<file path="config.mk">
export PLATFORM = sky130hd
export DESIGN_NAME = fsm_tmr_acc
export DESIGN_NICKNAME = d
export VERILOG_FILES = /design/src/rtl/fsm_tmr_acc_pkg.sv /design/src/rtl/tmr_voter.sv /design/src/rtl/fsm_tmr_acc.sv
export SDC_FILE = /design/constraint.sdc
export NUM_CORES = 1
export LEC_CHECK = 0
export CAP_MARGIN = 20
export CORE_ASPECT_RATIO = 2
export CORE_UTILIZATION = 30
export DETAILED_ROUTE_END_ITERATION = 16
export GPL_ROUTABILITY_DRIVEN = 1
export SLEW_MARGIN = 0
export SYNTH_ARGS = -nofsm -noshare
export SYNTH_HDL_FRONTEND = slang
export SYNTH_SLANG_ARGS = --single-unit
export TNS_END_PERCENT = 1
</file>
<file path="constraint.sdc">
create_clock -name clk -period 2.8 [get_ports clk]
set_clock_uncertainty 0.2 [all_clocks]
set_input_delay 0.42 -clock clk [delete_from_list [all_inputs] [get_ports clk]]
set_output_delay 0.42 -clock clk [all_outputs]
set_load 0.005 [all_outputs]
</file>
<file path="src/rtl/fsm_tmr_acc_pkg.sv">
// ----------------------------------------------------------------------------
// fsm_tmr_acc_pkg
// Shared constants for the triple-modular-redundant accumulator:
//   MODE_XOR / MODE_CLR : encoding of the 'mode' input
//   INJ_NONE            : inj_sel value that selects no copy for corruption
//   DEFAULT_WIDTH       : default state/data width
//   DEFAULT_ERR_CNT_W   : default width of the mismatch counter
// ----------------------------------------------------------------------------
package fsm_tmr_acc_pkg;

    localparam logic       MODE_XOR          = 1'b0;
    localparam logic       MODE_CLR          = 1'b1;
    localparam logic [1:0] INJ_NONE          = 2'd3;
    localparam int         DEFAULT_WIDTH     = 4;
    localparam int         DEFAULT_ERR_CNT_W = 8;

endpackage : fsm_tmr_acc_pkg

</file>
<file path="src/rtl/tmr_voter.sv">
// ----------------------------------------------------------------------------
// tmr_voter
// Purely combinational bitwise 2-of-3 majority voter.
// Ports:
//   a, b, c : in  [WIDTH-1:0]  the three redundant copies
//   voted   : out [WIDTH-1:0]  per-bit majority of a, b, c
// ----------------------------------------------------------------------------
module tmr_voter #(
    parameter int WIDTH = 4
) (
    input  logic [WIDTH-1:0] a,
    input  logic [WIDTH-1:0] b,
    input  logic [WIDTH-1:0] c,
    output logic [WIDTH-1:0] voted
);

    assign voted = (a & b) | (b & c) | (a & c);

endmodule : tmr_voter

</file>
<file path="src/rtl/fsm_tmr_acc.sv">
// ----------------------------------------------------------------------------
// fsm_tmr_acc
// Accumulator whose state is triplicated (r0/r1/r2) and majority-voted every
// cycle. Each edge reloads all three copies from the voted next value, so a
// single upset copy is scrubbed one cycle later. A test-only injection port
// can flip bits in one copy, and a saturating counter tallies mismatch cycles.
// Ports:
//   clk      : in   sole clock, rising edge
//   rst      : in   synchronous active-high reset (highest priority)
//   din      : in   [WIDTH-1:0] data operand
//   en       : in   update enable, 0 holds the voted state
//   mode     : in   MODE_XOR = XOR-accumulate, MODE_CLR = clear bits in din
//   inj_en   : in   fault-injection strobe
//   inj_sel  : in   [1:0] copy to corrupt (0..2), INJ_NONE = no copy
//   inj_mask : in   [WIDTH-1:0] bits flipped in the selected copy
//   err_clr  : in   clears err_cnt
//   data_out : out  [WIDTH-1:0] bitwise inverse of the voted state
//   err      : out  high while any copy disagrees
//   err_cnt  : out  [ERR_CNT_W-1:0] saturating count of mismatch cycles
// ----------------------------------------------------------------------------
module fsm_tmr_acc
    import fsm_tmr_acc_pkg::*;
#(
    parameter int WIDTH     = DEFAULT_WIDTH,
    parameter int ERR_CNT_W = DEFAULT_ERR_CNT_W
) (
    input  logic                 clk,
    input  logic                 rst,
    input  logic [WIDTH-1:0]     din,
    input  logic                 en,
    input  logic                 mode,
    input  logic                 inj_en,
    input  logic [1:0]           inj_sel,
    input  logic [WIDTH-1:0]     inj_mask,
    input  logic                 err_clr,
    output logic [WIDTH-1:0]     data_out,
    output logic                 err,
    output logic [ERR_CNT_W-1:0] err_cnt
);

    localparam logic [ERR_CNT_W-1:0] CNT_MAX = {ERR_CNT_W{1'b1}};

    logic [WIDTH-1:0]     r0_q, r0_d;
    logic [WIDTH-1:0]     r1_q, r1_d;
    logic [WIDTH-1:0]     r2_q, r2_d;
    logic [ERR_CNT_W-1:0] err_cnt_q, err_cnt_d;
    logic [WIDTH-1:0]     voted;
    logic [WIDTH-1:0]     next_val;

    tmr_voter #(
        .WIDTH (WIDTH)
    ) u_voter (
        .a     (r0_q),
        .b     (r1_q),
        .c     (r2_q),
        .voted (voted)
    );

    // The accumulator always operates on the voted value, never on an
    // individual copy, so a corrupted copy cannot leak into the result.
    always_comb begin
        next_val = voted;
        if (en) begin
            case (mode)
                MODE_XOR: next_val = voted ^ din;
                MODE_CLR: next_val = voted & ~din;
                default:  next_val = voted;
            endcase
        end
    end

    // All copies reload the same next value each edge (scrubbing); the
    // injection port perturbs at most one of them.
    always_comb begin
        r0_d = next_val;
        r1_d = next_val;
        r2_d = next_val;
        if (inj_en && (inj_sel != INJ_NONE)) begin
            case (inj_sel)
                2'd0:    r0_d = next_val ^ inj_mask;
                2'd1:    r1_d = next_val ^ inj_mask;
                2'd2:    r2_d = next_val ^ inj_mask;
                default: r0_d = next_val;
            endcase
        end
    end

    // Two compares are enough: if r0==r1 and r1==r2 then all three agree.
    assign err = (r0_q != r1_q) | (r1_q != r2_q);

    // A clear on a mismatch cycle still records that mismatch, hence the
    // count restarts at err rather than at zero.
    always_comb begin
        err_cnt_d = err_cnt_q;
        if (err_clr) begin
            err_cnt_d = ERR_CNT_W'(err);
        end else if (err && (err_cnt_q != CNT_MAX)) begin
            err_cnt_d = err_cnt_q + ERR_CNT_W'(1);
        end
    end

    always_ff @(posedge clk) begin
        if (rst) begin
            r0_q      <= '0;
            r1_q      <= '0;
            r2_q      <= '0;
            err_cnt_q <= '0;
        end else begin
            r0_q      <= r0_d;
            r1_q      <= r1_d;
            r2_q      <= r2_d;
            err_cnt_q <= err_cnt_d;
        end
    end

    assign data_out = ~voted;
    assign err_cnt  = err_cnt_q;

endmodule : fsm_tmr_acc
</file>
==> results_dict.tcl, run 1 <==
set metrics [dict create \
    synthXorXnorAreaFrac_pct 5.545 \
    synth_top_family_by_area "simple AND/OR/NAND/NOR gates" \
    finalPower_w 0.0006774 \
    synthMuxAreaShare_pct 0.7921 \
    remaining_drc_errors 0 \
    die_width_um 47.90 \
    wirelength_um 2891 \
    peakVddDrop_v 0.0002838 \
    syn_area_per_cell_sq_um 8.597 \
    port_buffers 28 \
    status "completed" \
    cts_buffer_depth 2 \
    htreeDepth 1 \
    routedWlPerCell_um 12.62 \
    fp.dieArea_sq_um 4492 \
    dpl_worst_slack_ps 470.2 \
    synth.distinct_cells 36 \
    antenna_found_initial 0 \
    fin_util_pct 40.79 \
    arrival_ps 1860 \
    holdBufCountCts 0 \
    first_iter_violations 15 \
    viasPerCell 4.961 \
    synth-seq-area-share_pct 31.68 \
    gr-total-overflow 0 \
    synth-simple-area-share_pct 30.20 \
    crit_fanout 4 \
    tightest_slew_ps 625.0 \
    drive_gt1_share_pct 6.215 \
    r2r_slack_ps 580 \
    grt_max_degree 15 \
    end_kind "primary output" \
    reg2reg_from "r0_q[0]" \
    synth_fa_ha_area_share_pct 12.87 \
    cts_sinks 20 \
    rr_endpoint "r0_q[0]" \
    rsz0062_at_grt "false" \
    cts_made_buffers 3 \
    firstDrtPassIters 3 \
    synth_largest_area_cell "dfxtp_1" \
    grt_pass1_wl_um 4761 \
    io_pins 29 \
    core_sq_um 4046 \
    p_leak_nw 0.6886 \
    crit_path_start_kind "flip-flop" \
    drv_slew 0 \
    fin_crit_ps 2483 \
    maxCapViolCount 0 \
    cts.repair.resized 0 \
    relSlewSlack_pct 58.24 \
    synthFlopType "dfxtp_1" \
    die_h_um 93.79 \
    setup_tns_ps 0 \
    worst_ep_required_time_ps 2180 \
    grt_usage_pct 14.72 \
    p_per_area_nw_per_um2 410.4 \
    hold_viol 0 \
    netlist_top_cells_area "dfxtp_1 32%, ha_1 13%, nand2_1 5.3%" \
    clk_latency_ps 250 \
    synth_edf_count 0 \
    synth_top_cell_area_share_pct 31.68 \
    ant_nets 0 \
    synth_warnings 0 \
    hp-class "flip-flop to flip-flop" \
    floorplan.rows 33 \
    synth_compound_area_share_pct 15.64 \
    cts.clk_slew.worst_paths_ps 70 \
    num_antenna_cells 0 \
    synth_seq_cells 20 \
    reg2reg_depth 7 \
    syn_area_sq_um 1264 \
    grt_pass1_vias 1109 \
    fin_nets 208 \
    fmax_mhz 402.7 \
    gp_congestion 0.7074 \
    synthesis.nets 176 \
    crit_start "r0_q[0]" \
    min_period_over_period_pct 88.70 \
    setup_ws_ps 316.5 \
    clk_root_buffer_cell "clkbuf_8" \
    vias 1136 \
    synthCells 147 \
    endpoint "err" \
    dp_hpwl_um 2425 \
    syn2layout_area_growth_pct 30.59 \
    cts_tree "yes" \
    async_flop_share_pct 0 \
    post_cts_buffers 0 \
    initial_utilization_pct 31.23 \
    crit_type "flip-flop to primary output" \
    setup_viol 0 \
]
where the power goes:
group / leakage, nW / switching (W) / internal, W
combinational: 0.503 / 0.0000856 / 0.0000958
sequential: 0.164 / 0.0000130 / 0.000302
clock: 0.0216 / 0.0000855 / 0.0000955
total: 0.689 / 0.000184 / 0.000493
metal layers:
| layer | global-route usage (%) | up-vias | part of all wire [%] | wire [um] |
|---|---|---|---|---|
| li1 | - | 581 | - | - |
| met1 | 13.71 | 531 | 33 | 968 |
| met2 | 28.27 | 20 | 61 | 1766 |
| met3 | 1.923 | 4 | 3.4 | 97 |
| met4 | 6.481 | 0 | 2.0 | 59 |
| met5 | 0 | - | 0 | 0 |
synthesized netlist by cell type (3+ instances only):
| cell type | instances |
|---|---|
| nand3_1 | 6 |
| nor3_1 | 4 |
| xor2_1 | 6 |
| inv_1 | 9 |
| ha_1 | 13 |
| nand2_1 | 18 |
| and3_1 | 4 |
| nor3b_1 | 3 |
| a21oi_1 | 10 |
| nand2b_1 | 4 |
| dfxtp_1 | 20 |
| nor2_1 | 12 |
| or2_0 | 4 |
flip-flops by register name, summed over array words and instances (netlist names):
name	flops
err_cnt	8
r0_q	4
r1_q	4
r2_q	4
through the flow:
step                      hold WS, ps  instances  instance area (sq um)
after global routing            326.0        229                   1650
after CTS                       320.3        229                   1650
final                           310.9        229                   1650
after detailed placement        306.1        226                   1609
after global placement          268.7        226                   1609
after floorplan                 264.8        147                   1264
area by class of cell:
class / count / area, sq um
inverter: 9 / 33.78
clock buffer: 3 / 41.29
multi-input combinational: 116 / 822.0
timing repair buffer: 29 / 287.8
sequential: 20 / 400.4
tap: 52 / 65.06
fill: 452 / 2396
placed cells by master, fill, tap and decap left out, types with 2 or more instances in the layout:
master / instances
nor2_1: 12
o21ai_0: 2
a211o_1: 2
dfxtp_1: 20
a31oi_1: 2
nand2b_1: 4
nand3_1: 6
a2111oi_0: 2
clkbuf_8: 3
xor2_1: 6
ha_1: 13
xnor2_1: 2
or3_1: 2
nor4_4: 2
a21oi_1: 10
clkdlybuf4s50_1: 28
or2_0: 4
and3_1: 4
inv_1: 9
nor3b_1: 3
nor3_1: 4
nand2_1: 18
and3b_1: 2
a31o_1: 2
a211oi_1: 2
cells by family (layout without fill, tap and decap cells):
family	after synthesis	after routing
AO/OA/AOI/OAI	27	27
AND/OR/NAND/NOR	67	67
XOR/XNOR	8	8
adder cells (fa/ha/maj)	13	13
multiplexers	1	1
flip-flops	20	20
buffers and inverters	11	41
worst min path at each step:
stage,startpoint,endpoint,depth (start not counted)
floorplan,err_cnt[6],err_cnt[6],2
CTS,err_cnt[6],err_cnt[6],2
finish,err_cnt[6],err_cnt[6],2
global placement,err_cnt[6],err_cnt[6],2
detailed placement,err_cnt[6],err_cnt[6],2
global route,err_cnt[6],err_cnt[6],2
critical path: stages, from the launching register on:
cell,delay [ps]
dfxtp_1,330
ha_1,340
nor4_4,390
nand2_1,100
clkdlybuf4s50_1,470
(Power assumes the default switching activity.)
==> run 2, diff against run 1 <==
--- a/config.mk
+++ b/config.mk
@@ -7,7 +7,9 @@
 export LEC_CHECK = 0
 export CAP_MARGIN = 20
 export CORE_ASPECT_RATIO = 2
+export CORE_MARGIN = 10
 export CORE_UTILIZATION = 30
+export CTS_CLUSTER_DIAMETER = 200
 export DETAILED_ROUTE_END_ITERATION = 16
 export GPL_ROUTABILITY_DRIVEN = 1
 export SLEW_MARGIN = 0
==> run 2 against run 1 <==
Cell area up 0.83%; power up 5.8%; wire length up 8.0%; count of clock-buffer cells in the layout up 1; worst hold slack worse by 22 ps; core utilization down 0.075 points; sequential power about the same; global-route usage down 5.7 points; critical path type unchanged; largest cell class unchanged.
==> results_dict.tcl, run 2 (synthesis gave the netlist of run 1 again) <==
set metrics [dict create \
    relSlewSlack_pct 57.78 \
    critical_path.slowest_cell "clkdlybuf4s50_1" \
    grt_pass1_vias 1269 \
    peakVddDrop_v 0.0002551 \
    cts.repair.resized 0 \
    die_width_um 65.90 \
    cts_buffer_depth 2 \
    gr-total-overflow 0 \
    routedWlPerCell_um 13.58 \
    crit_chain "ha_1 > nor4_4 > nand2_1 > clkdlybuf4s50_1" \
    p_per_area_nw_per_um2 430.7 \
    arrival_ps 1900 \
    min_path_cells 2 \
    rsz0062_at_grt "false" \
    reg2reg_depth 7 \
    initial_utilization_pct 30.92 \
    largest_reg_flops 8 \
    clk_root_buffer_cell "clkbuf_8" \
    drv_slew 0 \
    setup_tns_ps 0 \
    crit_start "r0_q[0]" \
    viasPerCell 4.939 \
    port_buffers 28 \
    end_kind "primary output" \
    grt_usage_pct 8.982 \
    fp.dieArea_sq_um 7366 \
    gp_congestion 0.6787 \
    min_period_over_period_pct 89.94 \
    wirelength_um 3123 \
    layout_commonest_cell "clkdlybuf4s50_1" \
    setup_viol 0 \
    dp_hpwl_um 2655 \
    cts.clk_slew.worst_paths_ps 70 \
    syn2layout_area_growth_pct 31.68 \
    slowest_delay_ps 470 \
    power.internal_w 0.0005227 \
    status "completed" \
    hp-class "flip-flop to flip-flop" \
    htreeDepth 1 \
    first_iter_violations 12 \
    die_h_um 111.8 \
    hold_viol 0 \
    finalPower_w 0.0007167 \
    seqPwrFrac_pct 44.0 \
    grt_max_degree 15 \
    holdBufCountCts 0 \
    switchingPower_w 0.0001939 \
    worstHoldStart "err_cnt[6]" \
    cts_made_buffers 3 \
    switching_share_pct 27.06 \
    layout_common_cells "28 x clkdlybuf4s50_1, 20 x dfxtp_1, 18 x nand2_1" \
    r2r_slack_ps 570 \
    vias 1136 \
    cp_top_family "simple AND/OR/NAND/NOR gates" \
    clock_power_share_pct 30.6 \
    reg2reg_from "r0_q[0]" \
    fin_nets 208 \
    io_pins 29 \
    maxCapViolCount 0 \
    clk_latency_ps 260 \
    antenna_found_initial 0 \
    tightest_slew_ps 631.9 \
    crit_fanout 4 \
    drive_gt1_share_pct 6.742 \
    crit_type "flip-flop to primary output" \
    core_sq_um 4088 \
    comb_power_share_pct 25.4 \
    grt_pass1_wl_um 5388 \
    ant_nets 0 \
    cts_tree "yes" \
    rr_endpoint "r1_q[0]" \
    worst_ep_required_time_ps 2180 \
    fin_crit_ps 2518 \
    cts_sinks 20 \
    firstDrtPassIters 4 \
    whs_endpoint "err_cnt[6]" \
    crit_path_start_kind "flip-flop" \
    fmax_mhz 397.1 \
    num_antenna_cells 0 \
    p_leak_nw 0.6958 \
    floorplan.rows 33 \
    remaining_drc_errors 0 \
    post_cts_buffers 0 \
    cp_num_buf_inv 1 \
]
## run 2: area by class of cell
cell class / instances / area, sq um
clock buffer: 4 / 55.05
fill: 413 / 2424
inverter: 9 / 33.78
multi-input combinational: 116 / 822.0
sequential: 20 / 400.4
tap: 52 / 65.06
timing repair buffer: 29 / 287.8
## run 2: metal layers
| metal | part of all wire [%] | global-route usage [%] |
|---|---|---|
| met5 | 0 | 0 |
| met4 | 2.7 | 4.023 |
| met3 | 7.6 | 3.614 |
| met2 | 56 | 17.38 |
| met1 | 34 | 7.287 |
## run 2: power groups by stage
stage,clock network [W],logic (W),registers [W]
finish,0.000219,0.000182,0.000315
global route,0.000236,0.000205,0.000318
CTS,0.000222,0.000186,0.000316
detailed placement,0,0.000185,0.000323
global placement,0,0.000181,0.000320
floorplan,0,0.000115,0.000319
## run 2: stage by stage
stage	setup WS, ps	hold slack, ps	instances	cell area (sq um)	util [%]
2_1_floorplan	696.0	264.8	147	1264	-
3_3_place_gp	505.5	272.7	226	1609	39.36
3_5_place_dp	453.4	275.1	226	1609	39.36
6_report	281.6	288.5	230	1664	40.71
5_1_grt	165.6	328.6	230	1664	40.71
4_1_cts	273.9	289.3	230	1664	40.71
## run 2: worst max path at each step
stage / endpoint / slack [ps] / depth (start not counted)
floorplan: r0_q[0] / 700 / 7
detailed placement: r2_q[0] / 450 / 7
CTS: err / 270 / 4
finish: err / 280 / 4
global placement: r1_q[0] / 510 / 7
global route: err / 170 / 4
## run 2: tightest hold or removal path: stages (launching register included)
cell	delay, ps
dfxtp_1	340
nand2_1	60
o21ai_1	50
==> run 3, diff against run 2 <==
--- a/config.mk
+++ b/config.mk
@@ -12,6 +12,7 @@
 export CTS_CLUSTER_DIAMETER = 200
 export DETAILED_ROUTE_END_ITERATION = 16
 export GPL_ROUTABILITY_DRIVEN = 1
+export PLACE_DENSITY = 0.63
 export SLEW_MARGIN = 0
 export SYNTH_ARGS = -nofsm -noshare
 export SYNTH_HDL_FRONTEND = slang
==> constraint.sdc (replaced) <==
create_clock -name clk -period 2.8 [get_ports clk]
set_clock_uncertainty 0.2 [all_clocks]
set_input_delay 0.56 -clock clk [delete_from_list [all_inputs] [get_ports clk]]
set_output_delay 0.56 -clock clk [all_outputs]
set_load 0.005 [all_outputs]
==> run 3 against run 2 <==
Critical endpoint unchanged; critical path depth is the same; combinational power is essentially flat; sequential power is essentially flat; via count shrank 0.18%; largest power group unchanged.
==> results_dict.tcl, run 3 (synthesis gave the netlist of run 1 again) <==
set metrics [dict create \
    status "completed" \
    p_leak_nw 0.7011 \
    gr-total-overflow 0 \
    critical_path.slowest_cell "clkdlybuf4s50_1" \
    hp-class "flip-flop to flip-flop" \
    antenna_found_initial 0 \
    seqPwrFrac_pct 44.2 \
    cts_tree "yes" \
    end_kind "primary output" \
    cts.repair.resized 0 \
    crit_chain "ha_1 > nor4_4 > nand2_1 > clkdlybuf4s50_1" \
    cp_num_buf_inv 1 \
    post_cts_buffers 0 \
    min_period_over_period_pct 93.87 \
    routedWlPerCell_um 13.21 \
    layout_common_cells "28 x clkdlybuf4s50_1, 20 x dfxtp_1, 18 x nand2_1" \
    vias 1134 \
    largest_reg_flops 8 \
    cts_buffer_depth 2 \
    multi_input_comb_area_sq_um 822.0 \
    relSlewSlack_pct 65.73 \
    fin_hold_ws_ps 282.7 \
    layout_commonest_cell "clkdlybuf4s50_1" \
    switching_share_pct 26.57 \
    crit_fanout 4 \
    dp_hpwl_um 2571 \
    firstDrtPassIters 6 \
    initial_utilization_pct 30.92 \
    cp_top_family "simple AND/OR/NAND/NOR gates" \
    p_per_area_nw_per_um2 426.4 \
    clock_power_share_pct 30.2 \
    floorplan.rows 33 \
    core_sq_um 4088 \
    first_iter_violations 13 \
    grt_pass1_vias 1133 \
    htreeDepth 1 \
    fp.dieArea_sq_um 7366 \
    crit_path_start_kind "flip-flop" \
    gp_congestion 0.6962 \
    ant_nets 0 \
    setup_ws_ps 171.7 \
    setup_tns_ps 0 \
    die_width_um 65.90 \
    syn2layout_area_growth_pct 32.28 \
    setup_viol 0 \
    fin_nets 209 \
    worst_ep_required_time_ps 2040 \
    cts_sinks 20 \
    hold_viol 0 \
    grt_pass1_wl_um 5071 \
    io_pins 29 \
    switchingPower_w 0.0001894 \
    grt_max_degree 15 \
    fin_util_pct 40.89 \
    fmax_mhz 380.5 \
    comb_power_share_pct 25.6 \
    grt_usage_pct 8.652 \
    drv_slew 0 \
    instances_no_fill 231 \
    clk_root_buffer_cell "clkbuf_8" \
    tightest_slew_ps 501.1 \
    maxCapViolCount 0 \
    peakVddDrop_v 0.0002643 \
    num_antenna_cells 0 \
    fin_crit_ps 2628 \
    cts.clk_slew.worst_paths_ps 70 \
    crit_type "flip-flop to primary output" \
    slowest_delay_ps 460 \
    remaining_drc_errors 0 \
    wirelength_um 3052 \
    arrival_ps 1870 \
    fillCellCount 405 \
    clk_latency_ps 250 \
    seqCellArea_sq_um 400.4 \
    die_h_um 111.8 \
    drive_gt1_share_pct 7.263 \
    cts_made_buffers 3 \
    rsz0062_at_grt "false" \
    port_buffers 28 \
    holdBufCountCts 0 \
    dpl_worst_slack_ps 344.7 \
    dp_cells 227 \
    power.internal_w 0.0005234 \
    viasPerCell 4.909 \
]
-- run 3: cell count changes in the layout (fill, tap and decap cells not counted) --
cell and change:
buf_4 +1
-- run 3: final cells by class --
type	instances	share of cell area [%]
repair buffers	30	17.66
inverters	9	2.021
multi-input cells	116	49.18
flip-flops and latches	20	23.95
well taps	52	3.892
clock buffers	4	3.293
-- run 3: power by group through the flow --
stage	registers [W]	clock network, W	logic [W]
after floorplan	0.000319	0	0.000115
after global placement	0.000321	0	0.000182
after detailed placement	0.000322	0	0.000186
after CTS	0.000315	0.000224	0.000186
after global routing	0.000318	0.000234	0.000202
final	0.000315	0.000215	0.000183
-- run 3: worst paths after layout --
kind,start,endpoint,slack (ps),cells past startpoint
min,err_cnt[6],err_cnt[6],280,2
min reg2reg,err_cnt[6],err_cnt[6],280,2
max reg2reg,r0_q[0],r2_q[0],590,7
max,r0_q[0],err,170,4
-- run 3: routing by layer --
metal	routed length [um]	share of wire (%)	GRT usage (%)
met5	0	0	0
met4	44	1.4	3.879
met3	193	6.3	2.610
met2	1726	57	16.47
met1	1087	36	7.759
-- run 3: metrics by stage --
step / instance area, sq um / power, W
2_1_floorplan: 1264 / 0.0004337
3_3_place_gp: 1617 / 0.0005037
3_5_place_dp: 1617 / 0.0005077
4_1_cts: 1672 / 0.0007255
5_1_grt: 1672 / 0.0007536
6_report: 1672 / 0.0007128
-- run 3: worst min-delay path: cells and delay by family (launching register included) --
| kind | cells | cell delay, ps |
|---|---|---|
| AO/OA/AOI/OAI | 1 | 50 |
| flip-flops | 1 | 330 |
| AND/OR/NAND/NOR | 1 | 60 |
